## config.mk

```make
export PLATFORM = sky130hd
export DESIGN_NAME = bicubic_pix_pack
export DESIGN_NICKNAME = d
export VERILOG_FILES = /design/src/rtl/bicubic_pix_pack.sv
export SDC_FILE = /design/constraint.sdc
export NUM_CORES = 1
export LEC_CHECK = 0
export ABC_AREA = 1
export CORE_MARGIN = 2
export CORE_UTILIZATION = 55
export CTS_CLUSTER_SIZE = 28
export DETAILED_ROUTE_END_ITERATION = 6
export PLACE_DENSITY = 0.8
export SKIP_CTS_REPAIR_TIMING = 1
export SLEW_MARGIN = 20
export SYNTH_ARGS = -nofsm -noshare
export SYNTH_HDL_FRONTEND = slang
export SYNTH_SLANG_ARGS = --single-unit
export TNS_END_PERCENT = 100
```

## constraint.sdc

```tcl
create_clock -name clk -period 2.1 [get_ports clk]
set_clock_uncertainty 0.15 [all_clocks]
set_input_delay 0.525 -clock clk [delete_from_list [all_inputs] [get_ports clk]]
set_output_delay 0.525 -clock clk [all_outputs]
set_load 0.01 [all_outputs]
```

## src/rtl/bicubic_pix_pack.sv

```systemverilog
// bicubic_pix_pack: output stage behind the bicubic multiply-add.
// Re-aligns the un-tagged arithmetic result with a valid/SOF tag delayed by
// PIPE_LAT cycles, clamps it to 8-bit unsigned, buffers it in a small
// first-word-fall-through FIFO and presents it as a ready/valid stream with
// start-of-frame / end-of-line flags.
// Optional build macro: CLAMP_STAT_EN adds saturating clip counters
// (clip_lo_cnt, clip_hi_cnt), cleared on every transferred start of frame.
module bicubic_pix_pack #(
    parameter int PIPE_LAT   = 3,
    parameter int FIFO_DEPTH = 4,
    parameter int LINE_W     = 1920,
    parameter int FRAME_H    = 1080
) (
    input  logic        clk,
    input  logic        rst,
    input  logic        pre_valid,
    input  logic        pre_sof,
    input  logic [16:0] din,
    output logic [7:0]  out_data,
    output logic        out_valid,
    input  logic        out_ready,
    output logic        out_sof,
    output logic        out_eol,
    output logic        ovf_err,
    input  logic        err_clr
`ifdef CLAMP_STAT_EN
    ,
    output logic [15:0] clip_lo_cnt,
    output logic [15:0] clip_hi_cnt
`endif
);

    localparam int AW = $clog2(FIFO_DEPTH);
    localparam int CW = (LINE_W > 1) ? $clog2(LINE_W) : 1;
    localparam int RW = (FRAME_H > 1) ? $clog2(FRAME_H) : 1;

    localparam logic [CW-1:0] COL_LAST      = CW'(LINE_W - 1);
    localparam logic [RW-1:0] ROW_LAST      = RW'(FRAME_H - 1);
    localparam logic [RW-1:0] ROW_AFTER_TAG = RW'(1 % FRAME_H);
    localparam logic [AW:0]   CNT_FULL      = (AW + 1)'(FIFO_DEPTH);

    // ------------------------------------------------------------------
    // Tag delay line: tap PIPE_LAT-1 lines up with the matching din.
    // ------------------------------------------------------------------
    logic [PIPE_LAT-1:0] vld_dl;
    logic [PIPE_LAT-1:0] sof_dl;
    logic [PIPE_LAT-1:0] vld_nxt;
    logic [PIPE_LAT-1:0] sof_nxt;
    logic                al_vld;
    logic                al_sof;

    generate
        if (PIPE_LAT > 1) begin : g_shift
            assign vld_nxt = {vld_dl[PIPE_LAT-2:0], pre_valid};
            assign sof_nxt = {sof_dl[PIPE_LAT-2:0], pre_valid & pre_sof};
        end else begin : g_single
            assign vld_nxt = pre_valid;
            assign sof_nxt = pre_valid & pre_sof;
        end
    endgenerate

    assign al_vld = vld_dl[PIPE_LAT-1];
    assign al_sof = sof_dl[PIPE_LAT-1];

    // Shift the valid/sof tags alongside the arithmetic pipeline.
    always_ff @(posedge clk or posedge rst) begin
        if (rst) begin
            vld_dl <= '0;
            sof_dl <= '0;
        end else begin
            vld_dl <= vld_nxt;
            sof_dl <= sof_nxt;
        end
    end

    // ------------------------------------------------------------------
    // Clamp stage
    // ------------------------------------------------------------------
    logic [7:0] clamp_val;
    logic       clip_lo;
    logic       clip_hi;
    logic [7:0] clamp_data;
    logic       clamp_vld;
    logic       clamp_sof;

    // Saturate the signed 17-bit result into 0..255.
    always_comb begin
        clamp_val = din[7:0];
        clip_lo   = 1'b0;
        clip_hi   = 1'b0;
        if (din[16]) begin
            clamp_val = '0;
            clip_lo   = 1'b1;
        end else if (|din[15:8]) begin
            clamp_val = '1;
            clip_hi   = 1'b1;
        end
    end

    // Register the clamped pixel together with its valid and sof tag.
    always_ff @(posedge clk or posedge rst) begin
        if (rst) begin
            clamp_data <= '0;
            clamp_vld  <= 1'b0;
            clamp_sof  <= 1'b0;
        end else begin
            clamp_vld <= al_vld;
            if (al_vld) begin
                clamp_data <= clamp_val;
                clamp_sof  <= al_sof;
            end
        end
    end

    // ------------------------------------------------------------------
    // Output FIFO (first-word-fall-through)
    // ------------------------------------------------------------------
    logic [8:0]    mem [FIFO_DEPTH];
    logic [AW-1:0] wr_ptr;
    logic [AW-1:0] rd_ptr;
    logic [AW:0]   count;
    logic          fifo_full;
    logic          rd_en;
    logic          wr_en;
    logic          ovf_hit;
    logic          head_sof;

    assign fifo_full = (count == CNT_FULL);
    assign out_valid = (count != '0);
    assign rd_en     = out_valid & out_ready;
    // A full FIFO still accepts a word when the head leaves in the same cycle.
    assign wr_en     = clamp_vld & (~fifo_full | rd_en);
    assign ovf_hit   = clamp_vld & fifo_full & ~rd_en;

    // Storage holds no reset; emptiness is tracked by count and the
    // outputs are gated so nothing stale is visible while empty.
    assign out_data  = out_valid ? mem[rd_ptr][7:0] : '0;
    assign head_sof  = out_valid & mem[rd_ptr][8];

    // Write the {sof, pixel} word into the slot at the write pointer.
    always_ff @(posedge clk) begin
        if (wr_en) begin
            mem[wr_ptr] <= {clamp_sof, clamp_data};
        end
    end

    // Pointer and occupancy bookkeeping; pointers wrap modulo FIFO_DEPTH.
    always_ff @(posedge clk or posedge rst) begin
        if (rst) begin
            wr_ptr <= '0;
            rd_ptr <= '0;
            count  <= '0;
        end else begin
            if (wr_en) begin
                wr_ptr <= wr_ptr + AW'(1);
            end
            if (rd_en) begin
                rd_ptr <= rd_ptr + AW'(1);
            end
            case ({wr_en, rd_en})
                2'b10:   count <= count + (AW + 1)'(1);
                2'b01:   count <= count - (AW + 1)'(1);
                default: count <= count;
            endcase
        end
    end

    // Sticky overflow flag; a new drop wins over a simultaneous clear.
    always_ff @(posedge clk or posedge rst) begin
        if (rst) begin
            ovf_err <= 1'b0;
        end else if (ovf_hit) begin
            ovf_err <= 1'b1;
        end else if (err_clr) begin
            ovf_err <= 1'b0;
        end
    end

    // ------------------------------------------------------------------
    // Output position counters
    // ------------------------------------------------------------------
    logic [CW-1:0] col;
    logic [RW-1:0] row;

    assign out_sof = head_sof | ((col == '0) && (row == '0));
    assign out_eol = (col == COL_LAST);

    // Advance col/row on each accepted transfer; a tagged head word
    // re-synchronises the position to just after the frame origin.
    always_ff @(posedge clk or posedge rst) begin
        if (rst) begin
            col <= '0;
            row <= '0;
        end else if (rd_en) begin
            if (head_sof) begin
                if (LINE_W == 1) begin
                    col <= '0;
                    row <= ROW_AFTER_TAG;
                end else begin
                    col <= CW'(1);
                    row <= '0;
                end
            end else if (col == COL_LAST) begin
                col <= '0;
                row <= (row == ROW_LAST) ? '0 : row + RW'(1);
            end else begin
                col <= col + CW'(1);
            end
        end
    end

`ifdef CLAMP_STAT_EN
    // ------------------------------------------------------------------
    // Clip statistics
    // ------------------------------------------------------------------
    logic        sof_xfer;
    logic [15:0] lo_base;
    logic [15:0] hi_base;
    logic        lo_inc;
    logic        hi_inc;

    assign sof_xfer = rd_en & out_sof;

    // A transferred start of frame zeroes the counters before any new
    // clip in the same cycle is added; both saturate at 65535.
    always_comb begin
        lo_base = sof_xfer ? '0 : clip_lo_cnt;
        hi_base = sof_xfer ? '0 : clip_hi_cnt;
        lo_inc  = al_vld & clip_lo & ~(&lo_base);
        hi_inc  = al_vld & clip_hi & ~(&hi_base);
    end

    // Clip counter registers.
    always_ff @(posedge clk or posedge rst) begin
        if (rst) begin
            clip_lo_cnt <= '0;
            clip_hi_cnt <= '0;
        end else begin
            clip_lo_cnt <= lo_base + {15'd0, lo_inc};
            clip_hi_cnt <= hi_base + {15'd0, hi_inc};
        end
    end
`endif

endmodule
```

Word level (Yosys, flattened, before mapping)
Memories as Yosys holds them, arrays and structs flattened.
Cells that the tools add are included.
{"block": "op_classes", "addsub": 6, "multipliers": 0, "div_mod_pow": 0, "n_lt_le_gt_ge": 0, "n_eq_ne": 5, "shifts": 0, "n_mux": 13, "bitwise": 10, "reduce_logical": 9}
{"op": "2-to-1 mux 11 bit", "count": 5}
{"op": "2-to-1 mux 8 bit", "count": 3}
{"op": "adder 11 x 1 -> 11 bit (second input constant)", "count": 2}
{"op": "equality test 11 bit (second input constant)", "count": 2}
{"op": "zero test 11 bit", "count": 2}
{"op": "OR reduction 8 bit", "count": 1}
{"op": "AND 1 bit", "count": 6}
{"op": "case mux 3 bit (2 select lines)", "count": 1}
{"op": "nonzero test 2 bit", "count": 3}
{"op": "adder 2 x 1 -> 2 bit (second input constant)", "count": 2}
{"op": "2-to-1 mux 1 bit", "count": 4}
{"op": "adder 3 x 1 -> 3 bit (second input constant)", "count": 1}
{"op": "equality test 3 bit (second input constant)", "count": 1}
{"op": "nonzero test 3 bit", "count": 1}
{"op": "subtractor 3 x 1 -> 3 bit (second input constant)", "count": 1}
{"op": "equality test 2 x 1 -> 1 bit (second input constant)", "count": 1}
{"op": "equality test 2 bit (second input constant)", "count": 1}
{"op": "inverter 1 bit", "count": 2}
{"op": "OR 1 bit", "count": 2}
{"op": "AND reduction 2 bit", "count": 1}
{"op": "logical AND 1 bit", "count": 1}
{"block": "word_totals", "reg_bits": 46, "latch_bits": 0, "mem_bits_rw": 36, "rom_bits": 0, "inputBits": 23, "wordCells": 55, "n_memories": 1}
{"memory": "mem", "depth": 4, "width": 9, "rd": 1, "rd_clocked_by_memory_dff": 0, "write_ports": 1, "line": "118", "text": "logic [8:0] mem [FIFO_DEPTH];"}

Longest topological paths before layout
Gate-level depths: netlist (run 1).
{"block": "depth", "depth_word": 6, "mapped_depth": 12}

Worst setup path before layout (run 1)
OpenSTA, ideal clock, no wires.
{"block": "synth_timing", "path_type": "flip-flop to output port", "from": "register col[0]", "to": "output out_eol", "t_arrival_ps": 1332, "t_required_ps": 1425, "path_slack_ps": 93, "stages_incl_launch_ff": 8, "path_cell_list": "dfrtp_1 -> ha_1 -> nand2_1 -> nor2_1 -> inv_1 -> nor2_1 -> nand2_1 -> nor4_1"}
{"block": "synth_between", "elab_chain_len": 1}
{"element": "from (decl)", "line": "182", "text": "logic [CW-1:0] col;"}
{"element": "from (signal assigned)", "line": "207", "text": "col <= col + CW'(1);"}
{"element": "equality test 11 bit", "line": "186", "text": "assign out_eol = (col == COL_LAST);"}
{"element": "to (decl)", "line": "23", "text": "output logic out_eol,"}
No other way between the ends.

Worst setup path in the final report (run 1)
{"block": "layout_timing", "from": "register col[0]", "to": "output out_sof"}
{"block": "layout_between", "elab_chain_len": 3}
{"element": "zero test 11 bit", "line": "185", "text": "assign out_sof = head_sof | ((col == '0) && (row == '0));"}
{"element": "logical AND 1 bit", "line": "185"}
{"element": "OR 1 bit", "line": "185"}
{"element": "to (decl)", "line": "22", "text": "output logic out_sof,"}
No other way between the ends.

==> results of run 1 <==
-- synth_stat cells --
cell,count
nand3b_4,1
a31oi_1,1
buf_4,1
buf_6,4
nand2_4,4
fa_1,1
clkbuf_1,1
dfrtp_1,46
xor2_1,6
nand4_1,6
a21oi_1,10
o21ai_0,21
nand3b_1,1
o21ai_2,3
nand2_1,115
nor2_1,78
o31ai_1,8
a21oi_4,1
edfxtp_1,36
inv_1,40
and2_1,1
nand3_4,1
inv_4,1
o22ai_1,2
nor4_1,2
nand3_2,2
nor2_2,4
or2_2,1
nand2_2,3
ha_1,8
buf_2,2
inv_2,3
nand3_1,23
clkinv_1,1
nor3_1,3
-- area by class of cell --
cell class | count | area (um^2) | area share
clock inverter | 6 | 66.31 | 0.01307
tap | 99 | 123.9 | 0.02442
inverter | 45 | 178.9 | 0.03527
sequential | 82 | 2233 | 0.4403
clock buffer | 9 | 123.9 | 0.02442
timing repair buffer | 84 | 739.5 | 0.1458
multi-input combinational | 306 | 1607 | 0.3167
-- through the flow --
step,hold WS (ns),std cells,power (mW),setup WS (ns),setup TNS (ns)
after global routing,0.2120,631,6.047,-0.3909,-1.933
after floorplan,0.1812,441,3.567,0.09341,0
final,0.2033,631,5.702,-0.2815,-0.9619
after detailed placement,0.1910,615,4.550,-0.3366,-2.498
after CTS,0.2084,630,5.682,-0.7618,-5.668
after global placement,0.1821,615,4.462,-0.2905,-1.345
-- metal layers --
| layer | vias up | wire (um) | GRT usage |
|---|---|---|---|
| met5 | - | 0 | 0 |
| li1 | 1601 | - | - |
| met3 | 21 | 425 | 0.04986 |
| met1 | 1543 | 3874 | 0.3095 |
| met4 | 0 | 210 | 0.08684 |
| met2 | 79 | 4348 | 0.3852 |
-- cell usage in the layout, fill, tap and decap left out, types with 4 or more instances in the layout --
| master | netlist | final |
|---|---|---|
| buf_4 | 1 | 44 |
| buf_12 | 0 | 4 |
| o21ai_0 | 21 | 11 |
| nand2_4 | 4 | 4 |
| nor2_1 | 78 | 69 |
| inv_4 | 1 | 4 |
| dfrtp_1 | 46 | 45 |
| nand3_1 | 23 | 22 |
| nand4_1 | 6 | 6 |
| a21oi_1 | 10 | 10 |
| xor2_1 | 6 | 6 |
| edfxtp_1 | 36 | 36 |
| buf_2 | 2 | 10 |
| clkbuf_8 | 0 | 9 |
| inv_1 | 40 | 36 |
| o21ai_1 | 0 | 10 |
| nand2_1 | 115 | 114 |
| nor2_2 | 4 | 9 |
| nor2_4 | 0 | 4 |
| ha_1 | 8 | 6 |
| clkdlybuf4s50_1 | 0 | 23 |
| nand2_2 | 3 | 4 |
| o31ai_1 | 8 | 8 |
-- kinds of logic (layout without fill, tap and decap cells) --
kind of cell,after synthesis,after routing,share of synthesized area
and+or+nand+nor,245,245,0.2684
DFF,82,82,0.5594
buffers and inverters,53,144,0.05958
AOI/OAI and AO/OA,46,46,0.06930
adders and majority gates,9,9,0.03010
xor gates and xnor gates,6,6,0.01317
-- power by group --
group	internal (mW)	total, mW	switching [mW]
logic	1.02	2.40	1.38
registers	1.99	2.17	0.181
clock network	0.544	1.13	0.585
-- worst min path at each step --
stage,startpoint,to,cells after the start
2_1_floorplan,sof_dl[0],sof_dl[1],0
3_3_place_gp,sof_dl[1],sof_dl[2],0
3_5_place_dp,sof_dl[1],sof_dl[2],0
4_1_cts,sof_dl[1],sof_dl[2],0
5_1_grt,sof_dl[1],sof_dl[2],0
6_report,sof_dl[0],sof_dl[1],0
-- sequential cells by signal (all words and copies together), names as in the netlist --
name and cells:
clamp_sof 1, rd_ptr 2, vld_dl 3, clamp_data 8
count 3, row 11, mem 36, sof_dl 3
ovf_err 1, col 11, wr_ptr 2, clamp_vld 1
==> flow_summary.json, run 1 <==
{
  "status": "finished, violations left",
  "violations": "negative setup slack",
  "r2r_cells": 9,
  "cts_buffers": 9,
  "vias_per_cell": 5.141,
  "fp-row-count": 31,
  "antenna_found_initial": 0,
  "htreeDepth": 3,
  "hold_path.class": "reg2reg",
  "critPathLaunchType": "register",
  "wire_per_inst_um": 14.04,
  "rr_endpoint": "row[7]",
  "vias": 3244,
  "crit_slowest_cell": "dfrtp_1",
  "grt_pass1_vias": 3019,
  "period_share": 1.134,
  "drc": 0,
  "cts.sinks": 82,
  "utilization": 0.7107,
  "synth_area_leader_cell": "dfrtp_1",
  "ant_nets": 0,
  "area_delta_synth_final_pct": 27.12,
  "die_x_um": 89.18,
  "clk_pin_slew_ns": 0.08,
  "peakVddDrop_mv": 0.6629,
  "clock_tree.buffer_depth": 2,
  "final_layout_size_suffix_gt1_frac": 0.2199,
  "worst_pin_slew_ns": 0.4709,
  "die_area_um2": 7952,
  "crit_family": "simple AND/OR/NAND/NOR gates",
  "yosysWarningCount": 0,
  "synth_area_um2": 3990,
  "ys_ff_latch": 82,
  "synth_top_area_frac": 0.2885,
  "core_area_um2": 7137,
  "seq_area_frac_synth": 0.5594,
  "setup_ws_ns": -0.2815,
  "slowest_delay_ns": 0.39,
  "setup_viol": 10,
  "max_freq_ghz": 0.4199,
  "total_leakage_power_nw": 2.305,
  "maxSlewViolCount": 0,
  "crit_type": "reg2out",
  "grt_pass1_wl_um": 13900,
  "synth.area.top_cells": "dfrtp_1 29%, edfxtp_1 27%, nand2_1 11%",
  "synth_cells": 441,
  "worstSetupStartpoint": "col[0]",
  "maxSlewHeadroom": 0.6849,
  "finalHoldViolCount": 0,
  "routabilityCongestion": 0.8566,
  "maxCapViolations": 0,
  "grt_max_degree": 47,
  "dr.pass1.iters": 5,
  "synth_nets": 473,
  "critical_path.max_fanout": 2,
  "clockRootBuffer": "clkbuf_8",
  "nFillCells": 530,
  "cp.required_ns": 1.42,
  "drt-initial-drc-count": 229,
  "arrival_ns": 1.71,
  "rsz0062_at_grt": "true",
  "p_per_area_nw_per_um2": 1124,
  "die_h_um": 89.18,
  "synth_area_per_cell_um2": 9.048,
  "stdcell_area_um2": 5072,
  "crit_chain": "buf_4 -> inv_4 -> ha_4 -> nand3_2 -> nor4_4 -> nand3_1 -> nand2_1 -> buf_2",
  "gr-total-overflow": 0,
  "totalWireLength_um": 8858,
  "post-route-min-period_ns": 2.382,
  "cts_tree": "done",
  "io_pins": 35,
  "portBuffers": 34,
  "r2r-start": "rd_ptr[0]",
  "timing.critical_path.buf_inv": 3,
  "initial_utilization": 0.5591,
  "layout.nets": 560,
  "critPathCapture": "out_sof",
  "r2r_setup_slack_ns": 0.26,
  "clock_latency_ns": 0.37,
  "cp-end-kind": "output port",
  "track_usage": 0.2347,
  "ys_types": 35,
  "diodes": 0,
  "cp.depth": 8,
  "place_area_um2": 4806,
  "dp_hpwl_um": 5990
}
No activity file was read; power rests on OpenSTA's default activity.
==> inputs of run 2 (changes only) <==
--- a/config.mk
+++ b/config.mk
@@ -6,6 +6,7 @@
 export NUM_CORES = 1
 export LEC_CHECK = 0
 export ABC_AREA = 1
+export ABC_CLOCK_PERIOD_IN_PS = 2100
 export CORE_MARGIN = 2
 export CORE_UTILIZATION = 55
 export CTS_CLUSTER_SIZE = 28
==> results of run 2 <==
No change in the layout: final DEF, timing and power equal those of run 1.
